<file path="src/rtl/detector_jogada.sv">
// Purpose : synchronise and debounce the note buttons, emit one tem_jogada pulse per accepted press.
// Latency : raw change -> botoes_estaveis after DEBOUNCE_CICLOS+3 edges; tem_jogada one edge later.
// Backpr. : none; tem_jogada is a one-cycle pulse, jogada is held until the next capture or limpa_jogada.
//
// Ports:
//   clock, reset           : rising-edge clock, synchronous active-high reset
//   botoes                 : raw asynchronous buttons (1 = pressed)
//   habilita               : 1 lets a press become a jogada; 0 swallows the press
//   limpa_jogada           : clears jogada / jogada_multipla (a same-edge capture wins)
//   tem_botao_pressionado  : OR of botoes_estaveis
//   tem_jogada             : one-cycle pulse per accepted press
//   jogada                 : one-hot lowest pressed button at capture time
//   jogada_multipla        : more than one button was down at capture time
//   botoes_estaveis        : debounced button vector
//   db_estado              : FSM state code
module detector_jogada #(
  parameter int N_BOTOES        = 7,
  parameter int DEBOUNCE_CICLOS = 50000
) (
  input  logic                clock,
  input  logic                reset,
  input  logic [N_BOTOES-1:0] botoes,
  input  logic                habilita,
  input  logic                limpa_jogada,
  output logic                tem_botao_pressionado,
  output logic                tem_jogada,
  output logic [N_BOTOES-1:0] jogada,
  output logic                jogada_multipla,
  output logic [N_BOTOES-1:0] botoes_estaveis,
  output logic [1:0]          db_estado
);

  localparam int              CW      = $clog2(DEBOUNCE_CICLOS) + 1;
  localparam logic [CW-1:0]   CNT_FIM = CW'(DEBOUNCE_CICLOS - 1);
  localparam logic [CW-1:0]   CNT_SAT = CW'(DEBOUNCE_CICLOS);

  typedef enum logic [1:0] {
    ESPERA_SOLTO = 2'd0,
    PRONTO       = 2'd1,
    PRESSIONADO  = 2'd2,
    INVALIDO     = 2'd3
  } estado_t;

  logic [N_BOTOES-1:0] s1;
  logic [N_BOTOES-1:0] s2;
  logic [N_BOTOES-1:0] candidato;
  logic [CW-1:0]       cnt;
  logic                atualiza;

  estado_t             estado;
  estado_t             estado_prox;
  logic                captura;

  logic [N_BOTOES-1:0] menor_bit;
  logic                varios_bits;

  // Two-flop synchroniser followed by a restart-on-change debounce counter.
  // Once a vector is accepted the counter parks at DEBOUNCE_CICLOS so the
  // same candidate is written exactly once.
  always_ff @(posedge clock) begin
    if (reset) begin
      s1              <= '0;
      s2              <= '0;
      candidato       <= '0;
      cnt             <= '0;
      botoes_estaveis <= '0;
    end else begin
      s1 <= botoes;
      s2 <= s1;
      if (s2 != candidato) begin
        candidato <= s2;
        cnt       <= '0;
      end else if (cnt == CNT_FIM) begin
        botoes_estaveis <= candidato;
        cnt             <= CNT_SAT;
      end else if (cnt < CNT_FIM) begin
        cnt <= cnt + CW'(1);
      end
    end
  end

  // Marks the edge on which candidato is being written into botoes_estaveis.
  assign atualiza = (s2 == candidato) && (cnt == CNT_FIM);

  // Lowest set bit via two's complement; more than one bit if clearing the
  // lowest one still leaves something set.
  assign menor_bit   = botoes_estaveis & (~botoes_estaveis + N_BOTOES'(1));
  assign varios_bits = (botoes_estaveis & (botoes_estaveis - N_BOTOES'(1))) != '0;

  always_ff @(posedge clock) begin
    if (reset) begin
      estado <= ESPERA_SOLTO;
    end else begin
      estado <= estado_prox;
    end
  end

  always_comb begin
    estado_prox = estado;
    captura     = 1'b0;
    case (estado)
      // Only a debounced all-released vector arms the detector, so buttons
      // held through reset or through a disabled press never count.
      ESPERA_SOLTO: begin
        if (atualiza && (candidato == '0)) begin
          estado_prox = PRONTO;
        end
      end
      PRONTO: begin
        if (botoes_estaveis != '0) begin
          if (habilita) begin
            estado_prox = PRESSIONADO;
            captura     = 1'b1;
          end else begin
            estado_prox = ESPERA_SOLTO;
          end
        end
      end
      PRESSIONADO: begin
        if (botoes_estaveis == '0) begin
          estado_prox = PRONTO;
        end
      end
      default: begin
        estado_prox = ESPERA_SOLTO;
      end
    endcase
  end

  always_ff @(posedge clock) begin
    if (reset) begin
      tem_jogada      <= 1'b0;
      jogada          <= '0;
      jogada_multipla <= 1'b0;
    end else begin
      tem_jogada <= captura;
      if (captura) begin
        jogada          <= menor_bit;
        jogada_multipla <= varios_bits;
      end else if (limpa_jogada) begin
        jogada          <= '0;
        jogada_multipla <= 1'b0;
      end
    end
  end

  assign tem_botao_pressionado = |botoes_estaveis;
  assign db_estado             = estado;

endmodule

</file>
<file path="config.mk">
export PLATFORM = sky130hd
export DESIGN_NAME = detector_jogada
export DESIGN_NICKNAME = d
export VERILOG_FILES = /design/src/rtl/detector_jogada.sv
export SDC_FILE = /design/constraint.sdc
export NUM_CORES = 1
export LEC_CHECK = 0
export BUFFER_PORTS_ARGS = -buffer_cell sky130_fd_sc_hd__buf_2
export CORE_MARGIN = 3
export CORE_UTILIZATION = 40
export DETAILED_ROUTE_END_ITERATION = 10
export PLACE_DENSITY = 0.59
export SLEW_MARGIN = 0
export SYNTH_ARGS = -nofsm -noshare
export SYNTH_HDL_FRONTEND = slang
export SYNTH_SLANG_ARGS = --single-unit
</file>
<file path="constraint.sdc">
create_clock -name clock -period 1.6 [get_ports clock]
set_input_delay 0 -clock clock [delete_from_list [all_inputs] [get_ports clock]]
set_output_delay 0 -clock clock [all_outputs]
set_load 0.01 [all_outputs]
</file>
# Word-level counts from Yosys, hierarchy flattened
# Index checks and enable logic that the tools add are counted.
[op_classes] eq_ne=8 bitwise=4 muxes=14 magnitude_cmp=1 addsub=3 n_reduce_logical=14
[ops] cell="$mux 16" n=2
[ops] cell="$add 17x1->17 const B" n=1
[ops] cell="$eq 17x16->1 const B" n=1
[ops] cell="$lt 17x16->1 const B" n=1
[ops] cell="$and 7x7->7" n=2
[ops] cell="$logic_not 7->1" n=2
[ops] cell="$mux 7" n=2
[ops] cell="$reduce_bool 7->1" n=2
[ops] cell="$mux 2" n=4
[ops] cell="$add 7x1->7 const B" n=1
[ops] cell="$eq 7x7->1" n=1
[ops] cell="$ne 7x7->1" n=1
[ops] cell="$not 7->7" n=1
[ops] cell="$reduce_or 7->1" n=1
[ops] cell="$sub 7x1->7 const B" n=1
[ops] cell="$ne 2x2->1 const B" n=3
[ops] cell="$pmux 2 s3" n=1
[ops] cell="$mux 1" n=5
[ops] cell="$reduce_bool 2->1" n=2
[ops] cell="$reduce_and 3->1" n=1
[ops] cell="$reduce_or 3->1" n=1
[ops] cell="$eq 2x1->1 const B" n=1
[ops] cell="$eq 2x2->1 const B" n=1
[ops] cell="$logic_and 1x1->1" n=2
[ops] cell="4 further kinds" n=4
[word_totals] wordCells=54 reg_bits=56 input_bits=11

# Depth between registers and ports, before layout
# Gate-level depths: netlist of the first run.
[logic_depth] ltp_word=5 mapped_depth=6 ltp_nobuf=6

# Worst setup path after synthesis of the first run
# Ideal clock, no wire load.
[synth_path] path_kind="flip-flop to flip-flop" start="reg cnt[0]" end="reg botoes_estaveis[0]" t_required_ns=1.472 path_stages_with_launch=7 arrival_time_ns=1.530 path_slack_ns=-0.057 period_less_slack_ns=1.657 path_cell_list="dfxtp_1 > ha_1 > and3_1 > nand3_2 > nor4_4 > mux2i_1 > nor2_1"
[synth_via] elab_chain_cells=2
[synth_rtl] element="from (decl)" line="47" rtl="logic [CW-1:0] cnt;"
[synth_rtl] element="from (signal assigned)" line="77" rtl="cnt <= cnt + CW'(1);"
[synth_rtl] element="$eq 17x16->1" line="73" rtl="end else if (cnt == CNT_FIM) begin"
[synth_rtl] element="$reduce_and 2->1 (no line)"
[synth_rtl] element="to (signal assigned)" line="74" rtl="botoes_estaveis <= candidato;"
[synth_rtl] element="to (decl)" line="29" rtl="output logic [N_BOTOES-1:0] botoes_estaveis,"
# Every way passes these cells.
# A chain may end at the register's enable or synchronous reset.

# Worst setup path after layout of the first run
[layout_path] start="reg cnt[5]" end="reg cnt[10]"
[layout_via] elab_chain_cells=2 elab_cells_between_ends=4
[layout_rtl] element="branches (longest 2 deep; another with $add 17x1->17)"
# Several ways; the timed one is not identified.

==> key figures, run 1 <==
Die
  • Die height: approximately 83 um
  • Core area: around 5600 um2
  • Die Span X: roughly 83 um
  • Die area: 6960 um2
  • # rows: 27
  • Initial core utilization: a little over two fifths
  • # IOs: 30

Detailed routing
  • Vias per cell: 4.93
  • WL per Instance: approximately 12 um
  • Routed WL: roughly 5.0 mm
  • DRC viols: 0
  • Starting DRT DRC Count: 83
  • Pre-antenna DRT Iters: 4
  • Vias after detailed routing: ~2,000
  • Final antenna-violating net count: 0

Logic synthesis
  • Ys async rst share: 0%
  • Ys flop type: dfxtp_1
  • Share of the yosys chip area belonging to registers: between 40% and 50%
  • Post-Syn Area: 2400 um2
  • Netlist cell types: between 50 and 60
  • Post-synth EDFFs: 0
  • Syn_area_per_cell: ~9.6 um2
  • Number of synthesis warnings: 0
  • Syn Inst Count: roughly 250
  • Register bit total from synthesis: 56
  • Synthesized Nets: ~260

Clocking
  • Clock root buffer: clkbuf_8
  • Clock sinks: 56
  • Maximum number of buffers from clock root to sink: 2
  • Worst-Skew Late Latency: just over 0.3 ns
  • CTS H-Tree Depth: 2
  • CTS buffer count: 5
  • CTS tree: built
  • Reg clk slew, reported paths: 0.10 ns

Critical path
  • Critical Path AT: around 1.9 ns
  • Crit Path Max Fanout: 6
  • Critical path endpoint category: flop
  • Critical-path top delay cell: or3_1
  • Crit path cell chain: o21a_1 -> a311oi_4 -> o2111ai_2 -> or3_1 -> a21oi_1
  • Max incr delay on CP: approximately 0.35 ns
  • Critical path data required time: 1.84 ns
  • Critical path type: reg -> reg
  • Crit path launch type: flop

GRT
  • Initial antenna violation count: 0
  • Largest net degree at the start of global routing: 41
  • GRT Resource Usage Total: 15.5%
  • First-pass GRT wire length: slightly below 9 mm
  • Gr ovfl total: 0
  • Vias in the first global route: around 1,900

Power
  • Net Sw Frac: a little under a quarter
  • Worst IR drop on VDD: roughly 420 uV
  • Logic gate share of total power: under 10%
  • Clk pwr share: between 30 and 40%
  • Leak: between 1 and 1.5 nW
  • Sequential share of power: 61.1%
  • Net Sw Power: approximately 0.54 mW
  • Internal power: 1.80 mW
  • PwrDens: 737 nW/um2

Final layout
  • Final net count: 340
  • Antenna cell count: 0
  • Area growth, synth to finish: 32.2%
  • Layout cells sized above 1: about a third

Placement
  • Gp weighted congestion: roughly 0.8
  • IO buf count: 29
  • DP HPWL: between 3 and 4 mm

STA
  • Slew Viols, Final: 0
  • Slew @ Worst Pin: roughly 0.4 ns
  • F_max: between 600 and 700 MHz
  • Setup TNS: -0.0197 ns
  • RSZ-0062 raised after global routing: true
  • Hold Slack: about 0.032 ns
  • Final setup vio count: 2
  • Final setup skew: 0.0112 ns
  • Fin crit period: 1.62 ns
  • Fin crit share: 101%
  • Final hold violation count: 0
  • Final setup margin: -0.0188 ns
  • Max_slew headroom: 73.4%

Flow run
  • Max-cap violations: 0

Status
  • Outcome: finished, violations left
  • Failing checks: negative setup slack

Worst hold path
  • HP Class: in -> reg
[Yosys cell counts, types with 2 or more instances]
master     n  area, um2
dfxtp_1   56       1120
nor2_1    26       97.6
nor2b_1   21        131
a21oi_1   12       60.1
nand2_1   11       41.3
xnor2_1   11       96.3
nand4_1    9       56.3
inv_1      8       30.0
mux2i_1    8       80.1
o21ai_0    8       40.0
clkbuf_1   7       26.3
and3_1     6       37.5
nand3_1    6       30.0
nand3b_1   6       45.0
nor3_1     5       25.0
or3_1      5       31.3
o211ai_1   3       22.5
o21a_1     3       22.5
xor2_1     3       26.3
a211oi_1   2       15.0
maj3_1     2       20.0
mux2_1     2       22.5
o21ba_2    2       20.0
or2_2      2       12.5
[logic make-up (layout without fill, tap and decap cells)]
logic type / Yosys count / in the layout / synth area share [%]
xor gates and xnor gates: 14 / 14 / 5.11
DFF: 56 / 56 / 46.7
adders and majority gates: 3 / 3 / 1.36
and+or+nand+nor: 112 / 112 / 27.5
AOI/OAI and AO/OA: 40 / 40 / 12.5
buffers and inverters: 16 / 94 / 2.55
muxes: 10 / 10 / 4.28
[placed cells by master (no fill, tap or decap), types with 3 or more instances in the layout]
| cell | instances |
|---|---|
| a21oi_1 | 11 |
| and3_1 | 5 |
| buf_2 | 29 |
| buf_4 | 39 |
| buf_6 | 3 |
| clkbuf_8 | 5 |
| dfxtp_1 | 49 |
| dfxtp_2 | 7 |
| dlygate4sd3_1 | 7 |
| inv_1 | 8 |
| mux2i_1 | 8 |
| nand2_1 | 10 |
| nand3_1 | 5 |
| nand3b_1 | 6 |
| nand4_1 | 9 |
| nor2_1 | 24 |
| nor2b_1 | 21 |
| nor3_1 | 4 |
| o211ai_1 | 3 |
| o21ai_0 | 7 |
| or3_1 | 5 |
| xnor2_1 | 9 |
| xor2_1 | 3 |
[critical path: cells and delay by family (launching register included)]
kind               cells  cell delay [ns]
DFF                    1             0.34
and+or+nand+nor        1             0.35
AOI/OAI and AO/OA      4             0.87
[per-stage QoR]
| step | instances | util, % | worst slack, ns | total power, mW | instance area, um2 |
|---|---|---|---|---|---|
| 5_1_grt | 401 | 56.2 | -0.111 | 2.47 | 3170 |
| 2_1_floorplan | 251 | - | -0.0456 | 1.53 | 2410 |
| 3_3_place_gp | 385 | 51.7 | -0.0128 | 1.58 | 2920 |
| 6_report | 401 | 56.2 | -0.0188 | 2.34 | 3170 |
| 4_1_cts | 401 | 55.1 | -0.0151 | 2.38 | 3110 |
| 3_5_place_dp | 385 | 51.7 | -0.0586 | 1.58 | 2920 |
[registers in the layout (all words and copies together), names as in the netlist]
signal / cells
candidato: 7
s2: 7
s1: 7
jogada_multipla: 1
botoes_estaveis: 7
jogada: 7
db_estado: 2
tem_jogada: 1
cnt: 17
[final cells by class]
| type | count | area [um2] |
|---|---|---|
| Clock inverter | 3 | 21.3 |
| Sequential cell | 56 | 1130 |
| Fill cell | 519 | 2470 |
| Timing Repair Buffer | 78 | 542 |
| Tap cell | 72 | 90.1 |
| Multi-Input combinational cell | 179 | 1290 |
| Clock buffer | 5 | 68.8 |
| Inverter | 8 | 30.0 |
[per-layer routing]
| metal | GRT usage, % | share of wire (%) | routed length (um) |
|---|---|---|---|
| met4 | 3.95 | 1.2 | 58 |
| met5 | 0 | 0 | 0 |
| met2 | 23.8 | 44 | 2170 |
| met1 | 21.5 | 50 | 2480 |
| met3 | 4.44 | 5.4 | 267 |
[worst paths after layout]
kind,start,endpoint,slack [ns],cells after the start
hold / removal,limpa_jogada,jogada[1]$_SDFFE_PP0P_,0.03,3
setup / recovery,cnt[5]$_SDFFE_PP0P_,cnt[10]$_SDFFE_PP0P_,-0.02,5
setup reg to reg,cnt[5]$_SDFFE_PP0P_,cnt[10]$_SDFFE_PP0P_,-0.02,5
hold reg to reg,s1[6]$_SDFF_PP0_,s2[6]$_SDFF_PP0_,0.44,1
[timing repair]
action | CTS | global route
pin swaps | 3 | 6
resized for setup | 7 | 17
hold endpoints to repair | 7 | 0
hold buffers | 7 | 0
setup endpoints to repair | 13 | 24
buffers inserted | 1 | 0
[power groups by stage]
stage	clock, mW	combinational (mW)	sequential, mW
floorplan	0	0.0714	1.46
global placement	0	0.120	1.46
detailed placement	0	0.122	1.46
CTS	0.812	0.138	1.43
global route	0.883	0.152	1.43
finish	0.771	0.138	1.43
Power figures use the tool's default switching activity.
==> run 2, diff against run 1 <==
--- a/config.mk
+++ b/config.mk
@@ -10,5 +10,5 @@
 export CORE_UTILIZATION = 40
 export DETAILED_ROUTE_END_ITERATION = 10
-export PLACE_DENSITY = 0.59
+export PLACE_DENSITY = 0.57
 export SLEW_MARGIN = 0
 export SYNTH_ARGS = -nofsm -noshare
==> constraint.sdc (replaced) <==
create_clock -name clock -period 1.61 [get_ports clock]
set_input_delay 0 -clock clock [delete_from_list [all_inputs] [get_ports clock]]
set_output_delay 0 -clock clock [all_outputs]
set_load 0.1 [all_outputs]
==> key figures, run 2 (same netlist as run 1, synthesis figures left out) <==
Flow run
  • Max-cap violations: 0

Final layout
  • Final instance count without filler cells: between 300 and 400
  • Max FFs per register: 17
  • Most frequent cells in the layout: dfxtp_1, buf_4, buf_2, nor2_1, nor2b_1
  • Biggest register: cnt
  • Filler cell count: 509
  • Final net count: 335
  • Antenna cell count: 0
  • Final core occ: 56.8%
  • Commonest non-fill, non-tap cell in the layout: dfxtp_1
  • Area growth, synth to finish: 33.5%
  • Layout cells sized above 1: 37.0%

Die
  • Core area: 5640 um2
  • Initial core utilization: between 40% and 50%
  • # rows: 27
  • # IOs: 30
  • Die Span X: around 83 um
  • Die area: a little under 7000 um2
  • Die height: 83.5 um

Placement
  • Gp weighted congestion: 0.791
  • IO buf count: 29
  • Dpl cells: 376
  • DP HPWL: approximately 3.5 mm

STA
  • RSZ-0062 raised after global routing: true
  • Final setup margin: -0.0304 ns
  • Final setup skew: between 0.007 and 0.008 ns
  • Max_slew headroom: between 60% and 70%
  • Final hold violation count: 0
  • Final setup vio count: 3
  • F_max: between 600 and 700 MHz
  • Hold Slack: between 0.03 and 0.04 ns
  • Fin crit share: 102%
  • Slew Viols, Final: 0
  • Fin crit period: 1.64 ns
  • Slew @ Worst Pin: 0.487 ns

Detailed routing
  • WL per Instance: between 10 and 15 um
  • Pre-antenna DRT Iters: 4
  • Routed WL: just over 5 mm
  • Vias after detailed routing: between 1,500 and 2,000
  • Vias per cell: between 5 and 6
  • Starting DRT DRC Count: between 100 and 150
  • DRC viols: 0
  • Final antenna-violating net count: 0

GRT
  • Gr ovfl total: 0
  • Largest net degree at the start of global routing: 41
  • Vias in the first global route: ~1,800
  • First-pass GRT wire length: between 8 and 9 mm
  • Initial antenna violation count: 0
  • GRT Resource Usage Total: between 10 and 15%

Clocking
  • Maximum number of buffers from clock root to sink: 2
  • CTS buffer count: 5
  • Reg clk slew, reported paths: around 0.11 ns
  • Clock root buffer: clkbuf_8
  • Worst-Skew Late Latency: about 0.30 ns
  • CTS H-Tree Depth: 2
  • CTS tree: built
  • Clock sinks: 56

Power
  • Worst IR drop on VDD: ~560 uV
  • Total Power: around 2.4 mW
  • PwrDens: roughly 740 nW/um2
  • Leak: 1.25 nW

Critical path
  • Crit path max-delay family: compound AO/OA/AOI/OAI gates
  • Crit path cell chain: and3_4 -> a311oi_4 -> buf_6 -> o2111ai_4 -> or3_4 -> a21oi_2
  • Critical-path top delay cell: dfxtp_2
  • Critical path type: reg -> reg
  • Max incr delay on CP: ~0.35 ns
  • Crit path launch type: flop
  • Critical path endpoint category: flop
  • Critical path data required time: 1.86 ns
  • R2R setup slack: -0.03 ns
  • Critical Path AT: between 1.5 and 2 ns
  • Crit Path Max Fanout: 7
  • WP buf/inv: 1

Status
  • Failing checks: negative setup slack
  • Outcome: finished, violations left

Worst hold path
  • HP Class: in -> reg
-- run 2: what timing repair did --
action                                  CTS  global route
hold buffers                              7             0
pin swaps                                 4             5
endpoints found under the setup margin   14            21
buffers inserted                          4             1
hold endpoints to repair                  7             0
resized for setup                         6            17
gates cloned                              0             0
-- run 2: cell type report --
cell class | count | area, um2 | area share [%]
multi-input cells | 179 | 1330 | 41.4
inverters | 8 | 30.0 | 0.938
flip-flops and latches | 56 | 1150 | 35.9
clock buffers | 5 | 68.8 | 2.15
well taps | 72 | 90.1 | 2.81
repair buffers | 73 | 507 | 15.8
clock inverters | 3 | 28.8 | 0.898
-- run 2: layer usage --
layer  GRT usage (%)  wire (um)  up-vias
li1                -          -     1031
met1            20.7       2510      919
met3            2.76        210        2
met5               0          0        -
met2            23.4       2310       37
met4            2.78         26        0
-- run 2: metrics by stage --
stage               area (um2)  setup TNS (ns)  worst slack [ns]
floorplan                 2480          -0.893            -0.142
global placement          2910         -0.0713           -0.0268
detailed placement        2910          -0.219           -0.0577
CTS                       3140         -0.0790           -0.0313
global route              3200           -1.13            -0.111
finish                    3200         -0.0722           -0.0304
-- run 2: where the power goes --
group,leakage [nW],internal (mW),switching [mW]
Sequential,0.464,1.40,0.0127
Clock,0.0511,0.330,0.491
Combinational,0.739,0.0776,0.0659
Total,1.25,1.81,0.570
-- run 2: path summary, 6_finish.rpt --
kind                             from                endpoint  depth (start not counted)
hold / removal           limpa_jogada  jogada[4]$_SDFFE_PP0P_                          3
setup / recovery  cnt[1]$_SDFFE_PP0P_    cnt[10]$_SDFFE_PP0P_                          6
setup reg to reg  cnt[1]$_SDFFE_PP0P_    cnt[10]$_SDFFE_PP0P_                          6
hold reg to reg      s1[0]$_SDFF_PP0_        s2[0]$_SDFF_PP0_                          1
-- run 2: worst register-to-register path, cell delays in order, from the launching register on --
cell and delay (ns):
dfxtp_2 0.35, and3_4 0.17, a311oi_4 0.28, buf_6 0.18, o2111ai_4 0.13, or3_4 0.35, a21oi_2 0.13
==> run 3, diff against run 2 <==
Settings changed: BUFFER_PORTS_ARGS -buffer_cell sky130_fd_sc_hd__buf_2 to -buffer_cell sky130_fd_sc_hd__buf_4, CTS_CLUSTER_DIAMETER from default to 120.
==> key figures, run 3 (same netlist as run 1, synthesis figures left out) <==
Detailed routing
  • Vias after detailed routing: 2,001
  • Routed WL: 5.13 mm
  • Final antenna-violating net count: 0
  • Starting DRT DRC Count: 84
  • WL per Instance: ~13 um
  • DRC viols: 0
  • Pre-antenna DRT Iters: 4
  • Vias per cell: between 5 and 6

STA
  • Slew Viols, Final: 0
  • Final setup margin: -0.0578 ns
  • Final setup skew: ~0.0049 ns
  • F_max: between 500 and 600 MHz
  • Setup TNS: -0.154 ns
  • Slew @ Worst Pin: 0.407 ns
  • Fin crit period: approximately 1.7 ns
  • RSZ-0062 raised after global routing: true
  • Final setup vio count: 4
  • Max_slew headroom: around 73%
  • Fin crit share: 104%
  • Final hold violation count: 0
  • Hold Slack: between 0.1 and 0.15 ns

Final layout
  • Layout cells sized above 1: roughly 40%
  • Max FFs per register: 17
  • Final instance count without filler cells: ~400
  • Area growth, synth to finish: 36.6%
  • Antenna cell count: 0
  • Biggest register: cnt
  • Most frequent cells in the layout: buf_4, dfxtp_1, nor2_1, dfxtp_2, nor2b_1
  • Final net count: 336
  • Commonest non-fill, non-tap cell in the layout: buf_4

Power
  • Leak: between 1 and 1.5 nW
  • PwrDens: about 730 nW/um2
  • Worst IR drop on VDD: approximately 520 uV

Placement
  • IO buf count: 29
  • Gp weighted congestion: just under 0.8
  • DP HPWL: approximately 3.6 mm
  • Dpl cells: ~380

Status
  • Failing checks: negative setup slack
  • Outcome: finished, violations left

Critical path
  • Crit path launch type: flop
  • Crit Path Max Fanout: 6
  • Crit path from: cnt[0]$_SDFFE_PP0P_
  • Reg2Reg Launch Point: cnt[0]$_SDFFE_PP0P_
  • Critical path type: reg -> reg
  • Critical path endpoint category: flop
  • R2R setup slack: -0.06 ns
  • Worst reg-to-reg path cell count: 6
  • Critical path data required time: 1.86 ns
  • Critical Path AT: around 1.9 ns
  • Crit Reg-Reg Endpoint: cnt[12]$_SDFFE_PP0P_

Worst hold path
  • Min-Delay Startpoint: reset
  • Hold EP: cnt[0]$_SDFFE_PP0P_
  • WHS Path Cells: 4
  • HP Class: in -> reg

Die
  • Core area: 5640 um2
  • # rows: 27
  • Die height: 83.5 um
  • Die Span X: 83.5 um
  • Initial core utilization: a little over two fifths
  • # IOs: 30
  • Die area: 6960 um2

Clocking
  • Clock root buffer: clkbuf_8
  • CTS buffer count: 5
  • Worst-Skew Late Latency: between 0.3 and 0.4 ns
  • Reg clk slew, reported paths: between 0.1 and 0.15 ns
  • Clock sinks: 56
  • CTS tree: built
  • CTS H-Tree Depth: 2
  • Maximum number of buffers from clock root to sink: 2

GRT
  • First-pass GRT wire length: 8.98 mm
  • Vias in the first global route: roughly 1,900
  • Gr ovfl total: 0
  • Initial antenna violation count: 0
  • GRT Resource Usage Total: 15.5%
  • Largest net degree at the start of global routing: 41

Flow run
  • Max-cap violations: 0
run 3: stage by stage:
step / cell area (um2) / power (mW) / setup slack (ns) / util [%]
6_report: 3280 / 2.40 / -0.0578 / 58.1
5_1_grt: 3280 / 2.52 / -0.132 / 58.1
4_1_cts: 3210 / 2.45 / -0.0365 / 56.8
3_5_place_dp: 2990 / 1.58 / -0.0747 / 52.9
3_3_place_gp: 2990 / 1.57 / -0.0431 / 52.9
2_1_floorplan: 2480 / 1.52 / -0.142 / -
run 3: worst max-delay path by stage:
stage	end	slack, ns	depth (start not counted)
finish	cnt[12]$_SDFFE_PP0P_	-0.06	6
detailed placement	cnt[10]$_SDFFE_PP0P_	-0.07	6
floorplan	jogada_multipla$_SDFFE_PP0P_	-0.14	6
global placement	cnt[10]$_SDFFE_PP0P_	-0.04	6
CTS	cnt[8]$_SDFFE_PP0P_	-0.04	6
global route	cnt[12]$_SDFFE_PP0P_	-0.13	6
run 3: where the power goes:
group	internal, mW	switching, mW	total [mW]
sequential	1.40	0.0119	1.42
clock	0.330	0.504	0.833
combinational	0.0852	0.0665	0.152
run 3: critical path: stages, from the launching register on:
cell	delay, ns
dfxtp_2	0.35
and3_4	0.17
a311oi_4	0.29
buf_6	0.17
o2111ai_4	0.14
or3_1	0.37
a21oi_1	0.12
run 3: layout make-up:
class | count | area (um2)
clock buffers | 5 | 68.8
clock inverters | 3 | 28.8
fillers | 523 | 2360
inverters | 8 | 30.0
multi-input cells | 179 | 1310
flip-flops and latches | 56 | 1160
well taps | 72 | 90.1
repair buffers | 74 | 587
run 3: metal layers:
layer,part of all wire [%],global-route usage (%)
met1,51,21.8
met2,43,23.8
met3,4.5,3.65
met4,0.99,4.24
met5,0,0
run 3: repair_timing:
item / 4_1_cts / 5_1_grt
hold endpoints to repair: 11 / 0
pin swaps: 3 / 11
endpoints found under the setup margin: 15 / 19
hold buffers: 8 / 0
resized for setup: 9 / 19
setup buffers: 1 / 4
gates cloned: 0 / 0
